File: src/rtl/instruction_store_pkg.sv
// rtl/instruction_store_pkg.sv - shared widths and FSM encodings for the instruction store
package instruction_store_pkg;

    localparam int BYTE         = 8;
    localparam int WIDTH        = 4 * BYTE;
    localparam int ADDRESS_SIZE = 16;

    localparam logic [0:0] IDLE   = 1'b0;
    localparam logic [0:0] COMMIT = 1'b1;

endpackage

File: src/rtl/instruction_ram.sv
// rtl/instruction_ram.sv - DEPTH x WIDTH array, one write port, registered read port with write-first bypass
module instruction_ram #(
    parameter int WIDTH = 32,
    parameter int DEPTH = 16,
    parameter int AW    = $clog2(DEPTH)
) (
    input  logic             clk,
    input  logic             reset,
    input  logic             we,
    input  logic [AW-1:0]    waddr,
    input  logic [WIDTH-1:0] wdata,
    input  logic             re,
    input  logic             rd_in_range,
    input  logic [AW-1:0]    raddr,
    output logic [WIDTH-1:0] rd_data,
    output logic             rd_valid
);

    logic [WIDTH-1:0] mem [DEPTH];

    // Contents are deliberately left unreset.
    always_ff @(posedge clk) begin
        if (we) begin
            mem[waddr] <= wdata;
        end
    end

    always_ff @(posedge clk) begin
        if (reset) begin
            rd_data  <= '0;
            rd_valid <= 1'b0;
        end else begin
            rd_valid <= re;
            if (re) begin
                if (!rd_in_range) begin
                    rd_data <= '0;
                end else if (we && (waddr == raddr)) begin
                    rd_data <= wdata;
                end else begin
                    rd_data <= mem[raddr];
                end
            end
        end
    end

endmodule

File: src/rtl/instruction_store.sv
// rtl/instruction_store.sv - commits decoder-issued instruction words into an on-chip array
module instruction_store
    import instruction_store_pkg::*;
#(
    parameter int DEPTH = 16
) (
    input  logic                    clk,
    input  logic                    reset,
    input  logic                    start,
    input  logic [ADDRESS_SIZE-1:0] address,
    input  logic [WIDTH-1:0]        instruction_in,
    output logic                    ready,
    output logic                    ack,
    output logic                    error,
    output logic                    overrun,
    input  logic                    rd_en,
    input  logic [ADDRESS_SIZE-1:0] rd_address,
    output logic [WIDTH-1:0]        rd_data,
    output logic                    rd_valid,
    output logic [ADDRESS_SIZE-1:0] word_count
);

    localparam int AW = $clog2(DEPTH);
    // One extra bit so DEPTH == 2**ADDRESS_SIZE still compares correctly.
    localparam logic [ADDRESS_SIZE:0] DEPTH_EXT = (ADDRESS_SIZE + 1)'(DEPTH);

    logic [0:0]              state;
    logic [ADDRESS_SIZE-1:0] hold_address;
    logic [WIDTH-1:0]        hold_instruction;
    logic                    hold_in_range;
    logic                    rd_in_range;
    logic                    mem_we;

    assign ready         = (state == IDLE);
    assign hold_in_range = ({1'b0, hold_address} < DEPTH_EXT);
    assign rd_in_range   = ({1'b0, rd_address} < DEPTH_EXT);
    assign mem_we        = (state == COMMIT) && hold_in_range && !reset;

    always_ff @(posedge clk) begin
        if (reset) begin
            state            <= IDLE;
            hold_address     <= '0;
            hold_instruction <= '0;
            ack              <= 1'b0;
            error            <= 1'b0;
            overrun          <= 1'b0;
            word_count       <= '0;
        end else begin
            ack   <= 1'b0;
            error <= 1'b0;
            case (state)
                IDLE: begin
                    if (start) begin
                        hold_address     <= address;
                        hold_instruction <= instruction_in;
                        state            <= COMMIT;
                    end
                end
                default: begin
                    if (hold_in_range) begin
                        ack <= 1'b1;
                        if (word_count != '1) begin
                            word_count <= word_count + 1'b1;
                        end
                    end else begin
                        error <= 1'b1;
                    end
                    if (start) begin
                        overrun <= 1'b1;
                    end
                    state <= IDLE;
                end
            endcase
        end
    end

    instruction_ram #(
        .WIDTH (WIDTH),
        .DEPTH (DEPTH),
        .AW    (AW)
    ) u_ram (
        .clk         (clk),
        .reset       (reset),
        .we          (mem_we),
        .waddr       (hold_address[AW-1:0]),
        .wdata       (hold_instruction),
        .re          (rd_en),
        .rd_in_range (rd_in_range),
        .raddr       (rd_address[AW-1:0]),
        .rd_data     (rd_data),
        .rd_valid    (rd_valid)
    );

endmodule

File: config.mk
export PLATFORM = sky130hd
export DESIGN_NAME = instruction_store
export DESIGN_NICKNAME = d
export VERILOG_FILES = /design/src/rtl/instruction_store_pkg.sv /design/src/rtl/instruction_ram.sv /design/src/rtl/instruction_store.sv
export SDC_FILE = /design/constraint.sdc
export NUM_CORES = 1
export LEC_CHECK = 0
export CAP_MARGIN = 20
export CORE_MARGIN = 5
export CORE_UTILIZATION = 55
export CTS_BUF_LIST = sky130_fd_sc_hd__clkbuf_16
export DETAILED_ROUTE_END_ITERATION = 6
export PLACE_DENSITY = 0.74
export SLEW_MARGIN = 20
export SYNTH_ARGS = -nofsm -noshare
export SYNTH_HDL_FRONTEND = slang
export SYNTH_SLANG_ARGS = --single-unit
File: constraint.sdc
create_clock -name clk -period 5.7 [get_ports clk]
set_clock_uncertainty 0.15 [all_clocks]
set_input_delay 1.14 -clock clk [delete_from_list [all_inputs] [get_ports clk]]
set_output_delay 1.14 -clock clk [all_outputs]
set_load 0.03 [all_outputs]
==> results by stage, run 1 <==
Synth:
- The synthesized netlist contains 44 unique library cells.
- The number of flops mapped to enable cells by yosys is 512.
- Of the total synthesized cell area, the portion taken by AND, OR, NAND and NOR gates is 0.0487.
- The share of the synthesized netlist area taken by xor and xnor gates is 0.00639.
- After synthesis, the largest family of logic cells by area is multiplexers.
- The fraction of registers with async set or reset after synthesis is 0.
- The most frequently used flop master after synthesis is edfxtp_1.
- During synthesis, Yosys emitted a total of 0 warnings.
- The average instance in the mapped netlist occupies 18.2 sq um.
- The portion of synthesized area spent on multiplexers is 0.140.
- The compound-gate portion of the synthesized area is 0.0419.
- In the synthesized netlist, the number of instances is 1278.
- The adder and majority cell fraction of the synthesized area is 0.000537.
- The synthesized design contains 613 register bits.
- The synthesized netlist net count is 1347.
- The combined area of all synthesized cells is 23300 sq um.
- For this run, the register share of the synthesized area comes to 0.747.

Pwr:
- In this run the static leakage power is 0.00896 uW.
- After layout, the design draws a total of 8930 uW.
- For this design the ratio of total power to cell area is 331 nW/um^2.
- The worst-case vdd ir drop is 221 uV.

Placement:
- Routability-driven placement finished with a final weighted congestion of 0.757.
- The detailed placer's ending HPWL is 27.9 mm.
- Input and output buffers added on the ports amount to 120.

Setup path:
- The data required time at the worst endpoint is 5.80 ns.
- For the worst setup path, the data arrival time is 3.44 ns.
- The path type of the worst setup path is reg2reg.
- STA classifies the critical path endpoint as a flip-flop.
- The worst setup path is launched from a flip-flop.
- In this run the worst path has a maximum fanout of 17.

Finish:
- Of the cells placed in the final design, the portion with a size suffix greater than 1 is 0.191.
- The area growth from synthesis to layout is 15.9%.
- After the last flow step, the layout net total stands at 1483.
- The repair_antennas step left the layout with diodes totalling 0.
- Counting the fill cells in the layout gives 2817.

Floorplan:
- 121 I/O pins were placed.
- The floorplan step set the die width to 216 um.
- The die area is 46600 sq um.
- The cell row count is 75.
- In this run the vertical extent of the chip is 216 um.
- The starting density of the core is 0.555.
- The placeable core region is 41900 sq um.

CTS:
- CTS placed an instance of clkbuf_16 at the clock tree root.
- TritonCTS built the clock tree.
- Post-CTS timing repair inserted 0 buffers for setup.
- After clock tree synthesis, the clock-pin slew on the worst setup and hold paths is 0.06 ns.
- The insertion delay to the later sink of the worst-skew pair is 0.61 ns.
- The worst-case clock buffer depth is 3.
- The clock tree synthesis step divided the H-tree into 2 levels.
- The quantity of gates resized following cts is 0.
- Counting every sink on the clock net gives 613.
- The number of hold buffers added after CTS was 0.
- The number of buffers inserted during clock tree synthesis is 57.

Routing:
- After detailed routing, the average wire length per cell comes to 26.2 um.
- The first detailed-routing pass ran for 5 iterations.
- The number of nets with antenna violations after routing is 0.
- After the first detailed-routing iteration, the DRC count stood at 1125.
- The total routed wirelength is 52.4 mm.
- The final routed DRC violation total is 0.
- The total via count in the routed design is 12300.
- The via density per instance is 6.16.

GRT:
- The total track usage is 0.226.
- The via count of the first global-routing pass is 12700.
- Global routing finished with a remaining overflow of 0.
- The number of antenna violations at the first check in global routing is 1.
- The first global-routing pass estimated 79.5 mm of wire.
- The largest net degree at the start of global routing is 98.

Timing:
- Setup repair after global routing left no endpoint under its margin.
- Timing would allow up to 300 MHz.
- The measured slew at the worst slew-check pin is 1.02 ns.
- The final period utilization is 0.585.
- The count of pins over their slew limit is 0.
- The count of final hold-check violations is 0.
- The shortest period the worst path allows is 3.34 ns.
- The total negative slack for setup checks is 0 ns.
- The worst slack on hold paths is 0.293 ns.
- Measured against its own limit, the worst slew margin works out to 0.317.
- The count of final setup violators is 0.

Min path:
- The worst hold path belongs to the class reg2reg.

Job:
- The reported max-cap violation count is 0.

Status:
- The flow ran to the end, and the final reports show no timing, DRC or antenna violations.
## path summary, 6_finish.rpt
path / start / endpoint / slack [ns] / cells after the start
min: u_ram.rd_data[22] / u_ram.rd_data[22] / 0.29 / 2
min reg2reg: u_ram.rd_data[22] / u_ram.rd_data[22] / 0.29 / 2
max reg2reg: hold_address[15] / u_ram.mem[7][10] / 2.36 / 6
max: hold_address[15] / u_ram.mem[7][10] / 2.36 / 6
## final cells by class
class                   instances  area, sq um  area share
flip-flops and latches        613        17400       0.645
multi-input cells             587         5660       0.210
clock buffers                  59         1480      0.0547
repair buffers                152         1460      0.0542
well taps                     539          674      0.0250
clock inverters                48          307      0.0114
inverters                       3         11.3    0.000417
## critical path: stages (launching register included)
cell and delay (ns):
dfxtp_1 0.33, nor4_4 0.30, and3_4 0.29, nor3b_2 0.36
nand3_1 0.38, nor2_4 0.72, buf_4 0.47
## report_power, final
| group | switching [uW] | internal [uW] | total [uW] |
|---|---|---|---|
| registers | 69.0 | 4880 | 4950 |
| clock network | 1610 | 2010 | 3610 |
| logic | 191 | 176 | 367 |
## per-layer routing
| layer | share of wire | vias to the layer above | track usage |
|---|---|---|---|
| li1 | - | 5348 | - |
| met1 | 0.41 | 6301 | 0.324 |
| met2 | 0.48 | 587 | 0.360 |
| met3 | 0.095 | 79 | 0.0551 |
| met4 | 0.017 | 2 | 0.0491 |
| met5 | 0.00038 | - | 0 |
## cell usage after synthesis, drive strengths merged, types with 3 or more instances
cell type,instances,area [sq um]
nand3,7,35.0
buf,29,189
nand4,6,37.5
xnor2,15,131
nor2,32,120
nor3,8,45.0
nand2,167,627
a211oi,5,37.5
a22oi,62,465
o21ai,32,160
dfxtp,101,2020
a21oi,51,259
clkbuf,46,173
inv,3,11.3
nor2b,5,31.3
nor4,8,92.6
and3,3,23.8
mux4,128,2880
mux2i,36,360
edfxtp,512,15400
## cells by family after synthesis
group | after synthesis
simple gates | 249
compound gates | 155
fa+ha+maj | 1
flops | 613
buf+inv | 78
xor+xnor | 17
mux | 165
## stage by stage
| step | std cells | worst slack [ns] | cell area (sq um) | util |
|---|---|---|---|---|
| after global routing | 2001 | 2.23 | 27000 | 0.643 |
| after CTS | 2001 | 2.35 | 27000 | 0.643 |
| after floorplan | 1278 | 1.09 | 23300 | - |
| final | 2001 | 2.36 | 27000 | 0.643 |
| after global placement | 1894 | 1.93 | 25200 | 0.601 |
| after detailed placement | 1894 | 1.86 | 25200 | 0.601 |
## sequential cells by signal (all words and copies together), names as in the netlist
signal            count
hold_instruction     32
u_ram.rd_valid        1
overrun               1
hold_address         16
ack                   1
u_ram.mem           512
state                 1
word_count           16
u_ram.rd_data        32
error                 1
## cell usage in the layout, fill, tap and decap left out, types with 5 or more instances in the layout
cell type | Yosys | final
xnor2_1 | 15 | 15
clkinv_1 | 0 | 10
clkdlybuf4s50_1 | 0 | 117
dfxtp_1 | 101 | 101
nor2_4 | 0 | 13
o21ai_1 | 32 | 32
mux2i_1 | 36 | 36
nand3_1 | 7 | 7
nand2_1 | 167 | 166
nor3_2 | 1 | 5
a22oi_1 | 62 | 62
buf_4 | 12 | 31
a211oi_1 | 5 | 5
clkbuf_16 | 0 | 59
nand4_1 | 6 | 6
a21oi_1 | 50 | 50
mux4_2 | 128 | 128
edfxtp_1 | 512 | 512
inv_1 | 2 | 18
nor2_1 | 32 | 18
clkinv_2 | 0 | 10
Power figures use the tool's default switching activity.
==> run 2, diff against run 1 <==
CORE_UTILIZATION = 54   (was 55)
PLACE_DENSITY = 0.76   (was 0.74)
clock period = 2.8 ns   (was 5.7 ns; I/O delays follow)
==> results by stage, run 2 (synthesized netlist as in run 1, its figures left out) <==
Routing:
- The number of nets with antenna violations after routing is 0 (unchanged).
- The via density per instance is 6.07 (was 6.16).
- The final routed DRC violation total was 0 (unchanged).
- The total via count in the routed design is 12700 (was 12300).
- The total routed wirelength is 54.2 mm (was 52.4 mm).
- The routed length on met3 is 5.49 mm (was 4.97 mm).
- The uppermost layer routed is met5 (unchanged).
- The routed wirelength normalized by instance count is 26.0 um (was 26.2 um).
- The met2 layer wire length in the routed design is 26.9 mm (was 25.2 mm).
- The length of the first detailed-routing pass in iterations is 5 (unchanged).
- The met1 wire length came to 20.9 mm (was 21.4 mm).
- The initial DRC count is 1113 (was 1125).

Finish:
- The count of nets after finishing is 1518 (was 1483).
- The most common cell after layout, fill and taps aside is edfxtp_1 (unchanged).
- Top library cells by usage in the layout, fill and taps aside: 512 x edfxtp_1, 166 x nand2_1, 128 x mux4_2 (unchanged).
- The count of placed standard cells in the final layout, fillers left out was 2083 (was 2001).
- The register with the most flip-flops is u_ram.mem (unchanged).
- Largest registers in the final layout: u_ram.mem: 512 flops, hold_instruction: 32 flops, u_ram.rd_data: 32 flops (unchanged).
- The share of final-layout standard cells stronger than drive strength 1 is 0.210 (was 0.191).
- The layout overhead on the synthesized area is 19.3% (was 15.9%).
- The count of antenna diodes in the layout is 0 (unchanged).
- The flip-flop count of the largest register after layout was 512 (unchanged).

Timing:
- The measured slew at the worst slew-check pin is 0.792 ns (was 1.02 ns).
- Setup repair after global routing missed its margin: false (unchanged).
- The count of final hold-check violations is 0 (unchanged).
- The timing-limited maximum frequency is 381 MHz (was 300 MHz).
- The count of final setup violators came to 0 (unchanged).
- The worst slew slack as a fraction of its limit was 0.470 (was 0.317).
- The total negative slack for setup checks is 0 ns (unchanged).
- The count of pins over their slew limit is 0 (unchanged).
- The final period utilization is 0.938 (was 0.585).
- The shortest period the worst path allows is 2.63 ns (was 3.34 ns).

Floorplan:
- The overall die width is 218 um (was 216 um).
- The cell row count was 76 (was 75).
- The placeable core region is 42900 sq um (was 41900 sq um).
- The die area is 47400 sq um (was 46600 sq um).
- The number of top-level design ports is 121 (unchanged).
- The starting density of the core is 0.543 (was 0.555).
- The height of the die was 218 um (was 216 um).

Min path:
- The path type of the worst min-delay path is in2reg (was reg2reg).
- The cell depth of the worst hold path is 2 (unchanged).
- The endpoint with the worst hold slack was ack (was u_ram.rd_data[22]).
- The launch point of the worst hold path is reset (was u_ram.rd_data[22]).

GRT:
- The total track usage is 0.231 (was 0.226).
- The via count of the first global-routing pass is 13200 (was 12700).
- The final global-route overflow total came to 0 (unchanged).
- The largest net degree at the start of global routing was 49 (was 98).
- The first-pass GRT wire length is 82.1 mm (was 79.5 mm).
- The number of antenna violations at the first check in global routing is 1 (unchanged).

Placement:
- The detailed placer's ending HPWL was 30.5 mm (was 27.9 mm).
- The final RePlAce weighted congestion came to 0.772 (was 0.757).
- The count of input and output buffers is 120 (unchanged).
- The number of placed instances with taps included is 1975 (was 1894).

CTS:
- The clock tree root driver cell is clkbuf_16 (unchanged).
- The insertion delay to the later sink of the worst-skew pair is 0.60 ns (was 0.61 ns).
- The post-CTS clock slew at the launch and capture registers of the worst setup and hold paths is 0.06 ns (about the same).
- The CTS tree was built (unchanged).
- The number of clock sinks seen by CTS is 613 (unchanged).
- The quantity of gates resized following cts is 0 (unchanged).
- The number of H-tree levels was 2 (unchanged).
- The number of hold buffers added after CTS is 0 (unchanged).
- The number of buffers inserted during clock tree synthesis is 57 (unchanged).
- The worst-case clock buffer depth is 3 (unchanged).
- The post-CTS setup buffer count is 0 (unchanged).

Setup path:
- The depth of the most critical reg-to-reg path is 6 (unchanged).
- The maximum fanout encountered on the critical timing path is 32 (was 17).
- The endpoint type of the worst setup path is a flip-flop (unchanged).
- The worst reg-to-reg setup slack is 0.17 ns (was 2.36 ns).
- The endpoint of the worst register-to-register path is u_ram.mem[0][13] (was u_ram.mem[7][10]).
- The data required time at the worst endpoint is 2.92 ns (was 5.80 ns).
- The path type of the worst setup path is reg2reg (unchanged).
- The startpoint type of the worst setup path is a flip-flop (unchanged).
- The data arrival time at the worst-slack endpoint is 2.74 ns (was 3.44 ns).
- The launch instance of the worst register-to-register path is hold_address[7] (was hold_address[15]).

Status:
- Status: finished, final reports clean (unchanged).

Job:
- The reported max-cap violation count came to 0 (unchanged).

Pwr:
- The leakage power of the design came to 0.00925 uW (was 0.00896 uW).
- The power density relative to cell area is 662 nW/um^2 (was 331 nW/um^2).
- The worst-case vdd ir drop was 489 uV (was 221 uV).
[run 2: cell types whose count changed in the layout (fill, tap and decap cells not counted)]
cell and delta:
buf_12 +32, nor3_2 -4, nor3_4 +4, buf_4 +3
bufinv_16 +2, clkinvlp_4 -2, clkbuf_16 -1, clkinv_2 -1
inv_16 +1, inv_2 +1, inv_6 +1
[run 2: critical path, stage by stage, from the launching register on]
cell and delay [ns]:
dfxtp_1 0.34, nor4_4 0.32, and3_4 0.30, nor3b_2 0.31
nand2_1 0.34, nor3_4 0.26, buf_12 0.29
[run 2: area by class of cell]
| type | instances | area (sq um) |
|---|---|---|
| multi-input cells | 587 | 5690 |
| flip-flops and latches | 613 | 17400 |
| fillers | 2793 | 15100 |
| clock inverters | 50 | 379 |
| repair buffers | 187 | 2130 |
| well taps | 585 | 732 |
| clock buffers | 58 | 1450 |
| inverters | 3 | 11.3 |
[run 2: how the worst max path moves through the flow]
stage / start / endpoint / slack [ns] / depth (start not counted)
2_1_floorplan: hold_address[7] / u_ram.mem[5][0] / -0.42 / 5
3_3_place_gp: rd_address[1] / u_ram.rd_data[14] / 0.06 / 7
3_5_place_dp: rd_address[1] / u_ram.rd_data[4] / -0.01 / 7
4_1_cts: hold_address[7] / u_ram.mem[0][10] / 0.16 / 6
5_1_grt: hold_address[7] / u_ram.mem[0][7] / 0.009 / 6
6_report: hold_address[7] / u_ram.mem[0][13] / 0.17 / 6
[run 2: per-layer routing]
layer  GRT usage  vias up
li1            -     5411
met1       0.316     6499
met2       0.384      670
met3      0.0586       68
met4      0.0489        2
met5           0        -
[run 2: power by group]
| part | switching (uW) | internal (uW) | total [uW] |
|---|---|---|---|
| Combinational | 425 | 408 | 832 |
| Sequential | 138 | 9930 | 10100 |
| Clock | 3260 | 4230 | 7490 |
| Total | 3820 | 14600 | 18400 |
[run 2: stage by stage]
step           utilization  total power [uW]  setup WS, ns  hold slack (ns)  instance area [sq um]
2_1_floorplan            -             10700        -0.422            0.296                  23300
3_3_place_gp         0.605             11100        0.0622            0.293                  26000
3_5_place_dp         0.605             11100       -0.0120            0.296                  26000
4_1_cts              0.648             18500         0.159           0.0130                  27800
5_1_grt              0.648             19000       0.00933           0.0418                  27800
6_report             0.648             18400         0.174           0.0359                  27800
==> run 3, diff against run 2 <==
ABC_AREA = 0   (was not set)
HOLD_SLACK_MARGIN = 0.02   (was not set)
==> results by stage, run 3 (synthesized netlist as in run 1, its figures left out) <==
Status:
- Status: finished, final reports clean (unchanged).

Pwr:
- The internal cell power is 14600 uW (about the same).
- The portion of total power attributed to combinational logic is 0.045 (about the same).
- The worst-case vdd ir drop is 488 uV (was 489 uV).
- The share of total power consumed by net switching is 0.208 (about the same).
- The part of the power in the clock network is 0.407 (about the same).
- The sequential group share of total power was 0.547 (about the same).
- The switching power is 3820 uW (about the same).
- The power density relative to cell area is 662 nW/um^2 (about the same).
- The leakage power of the design is 0.00925 uW (about the same).

Timing:
- The worst slack on hold paths is 0.305 ns (was 0.0359 ns).
- The shortest period the worst path allows came to 2.62 ns (was 2.63 ns).
- The count of pins over their slew limit is 0 (unchanged).
- The count of final setup violators is 0 (unchanged).
- The measured slew at the worst slew-check pin is 0.813 ns (was 0.792 ns).
- The total negative slack for setup checks is 0 ns (unchanged).
- Setup repair after global routing missed its margin: false (unchanged).
- The final period utilization came to 0.937 (was 0.938).
- The count of final hold-check violations is 0 (unchanged).
- The worst slew slack as a fraction of its limit came to 0.456 (was 0.470).
- The timing-limited maximum frequency is 381 MHz (about the same).

Routing:
- The number of nets with antenna violations after routing was 0 (unchanged).
- The total via count in the routed design is 12700 (about the same).
- The length of the first detailed-routing pass in iterations was 6 (was 5).
- The total routed wirelength is 54.1 mm (was 54.2 mm).
- The via density per instance is 6.11 (was 6.07).
- The final routed DRC violation total is 0 (unchanged).
- The initial DRC count is 1098 (was 1113).
- The routed wirelength normalized by instance count came to 26.0 um (about the same).

Finish:
- The flip-flop count of the largest register after layout was 512 (unchanged).
- The count of antenna diodes in the layout came to 0 (unchanged).
- The most common cell after layout, fill and taps aside is edfxtp_1 (unchanged).
- Largest registers in the final layout: u_ram.mem: 512 flops, hold_instruction: 32 flops, u_ram.rd_data: 32 flops (unchanged).
- The register with the most flip-flops is u_ram.mem (unchanged).
- The number of filler instances in the final layout is 2792 (was 2793).
- The count of nets after finishing is 1519 (was 1518).
- Top library cells by usage in the layout, fill and taps aside: 512 x edfxtp_1, 166 x nand2_1, 128 x mux4_2 (unchanged).
- The share of final-layout standard cells stronger than drive strength 1 is 0.210 (about the same).
- The layout overhead on the synthesized area was 19.3% (about the same).
- The share of the core filled with cells is 0.648 (about the same).

Min path:
- The path type of the worst min-delay path is reg2reg (was in2reg).
- The cell depth of the worst hold path was 2 (unchanged).
- The launch point of the worst hold path is u_ram.rd_data[22] (was reset).

Floorplan:
- The number of top-level design ports is 121 (unchanged).
- The cell row count is 76 (unchanged).
- The placeable core region is 42900 sq um (unchanged).
- The starting density of the core is 0.543 (unchanged).
- The height of the die was 218 um (unchanged).
- The overall die width was 218 um (unchanged).
- The die area is 47400 sq um (unchanged).

Setup path:
- The critical path launch point is hold_address[7] (unchanged).
- The data required time at the worst endpoint is 2.92 ns (about the same).
- The launch instance of the worst register-to-register path is hold_address[7] (unchanged).
- The path type of the worst setup path is reg2reg (unchanged).
- The depth of the most critical reg-to-reg path came to 6 (unchanged).
- The data arrival time at the worst-slack endpoint is 2.74 ns (about the same).
- The startpoint type of the worst setup path is a flip-flop (unchanged).
- The maximum fanout encountered on the critical timing path is 32 (unchanged).
- The endpoint type of the worst setup path is a flip-flop (unchanged).

GRT:
- The number of antenna violations at the first check in global routing was 1 (unchanged).
- The final global-route overflow total is 0 (unchanged).
- The first-pass GRT wire length is 82.1 mm (about the same).
- The via count of the first global-routing pass is 13200 (about the same).
- The largest net degree at the start of global routing is 49 (unchanged).
- The total track usage was 0.231 (about the same).

CTS:
- The clock tree root driver cell is clkbuf_16 (unchanged).
- The number of H-tree levels was 2 (unchanged).
- The number of clock sinks seen by CTS is 613 (unchanged).
- The post-CTS clock slew at the launch and capture registers of the worst setup and hold paths was 0.06 ns (about the same).
- The post-CTS setup buffer count is 0 (unchanged).
- The insertion delay to the later sink of the worst-skew pair is 0.60 ns (about the same).
- The CTS tree is built (unchanged).
- The number of buffers inserted during clock tree synthesis is 57 (unchanged).
- The worst-case clock buffer depth is 3 (unchanged).
- The quantity of gates resized following cts is 0 (unchanged).

Placement:
- The detailed placer's ending HPWL is 30.5 mm (unchanged).
- The final RePlAce weighted congestion is 0.772 (unchanged).
- The count of input and output buffers was 120 (unchanged).

Job:
- The reported max-cap violation count came to 0 (unchanged).
[run 3: through the flow]
| step | instances | area [sq um] | total power [uW] | setup slack, ns |
|---|---|---|---|---|
| after detailed placement | 1975 | 26000 | 11100 | -0.0120 |
| final | 2084 | 27800 | 18400 | 0.176 |
| after CTS | 2084 | 27800 | 18500 | 0.159 |
| after global placement | 1975 | 26000 | 11100 | 0.0622 |
| after global routing | 2084 | 27800 | 19000 | 0.00933 |
| after floorplan | 1278 | 23300 | 10700 | -0.422 |
[run 3: per-layer routing]
metal	wire length, um	track usage	vias up
met5	12	0	-
met3	5570	0.0580	83
li1	-	-	5418
met4	971	0.0489	2
met2	26900	0.384	680
met1	20700	0.317	6542
[run 3: final timing paths]
| check | endpoint | slack, ns |
|---|---|---|
| worst max-delay path | u_ram.mem[0][13] | 0.18 |
| worst min-delay path | u_ram.rd_data[22] | 0.30 |
| worst max register to register | u_ram.mem[0][13] | 0.18 |
| worst min register to register | u_ram.rd_data[22] | 0.30 |
[run 3: power groups by stage]
| stage | clock, uW | sequential, uW | combinational [uW] |
|---|---|---|---|
| 2_1_floorplan | 0 | 10200 | 495 |
| 3_3_place_gp | 0 | 10200 | 814 |
| 3_5_place_dp | 0 | 10300 | 826 |
| 4_1_cts | 7590 | 10100 | 836 |
| 5_1_grt | 8010 | 10100 | 895 |
| 6_report | 7490 | 10100 | 834 |
[run 3: worst max-delay path, stage by stage, from the launching register on]
cell and delay, ns:
dfxtp_1 0.33, nor4_4 0.32, and3_4 0.30, nor3b_2 0.31, nand2_1 0.34, nor3_4 0.26, buf_12 0.29
[run 3: layout make-up]
cell class              instances  area, sq um  area share
clock inverters                50          379      0.0136
inverters                       3         11.3    0.000405
multi-input cells             587         5690       0.205
flip-flops and latches        613        17400       0.626
well taps                     585          732      0.0263
repair buffers                188         2140      0.0768
clock buffers                  58         1450      0.0522
[run 3: repair_timing]
item,in CTS,in global routing
hold buffers,1,0
hold endpoints to repair,1,0
setup endpoints to repair,0,0
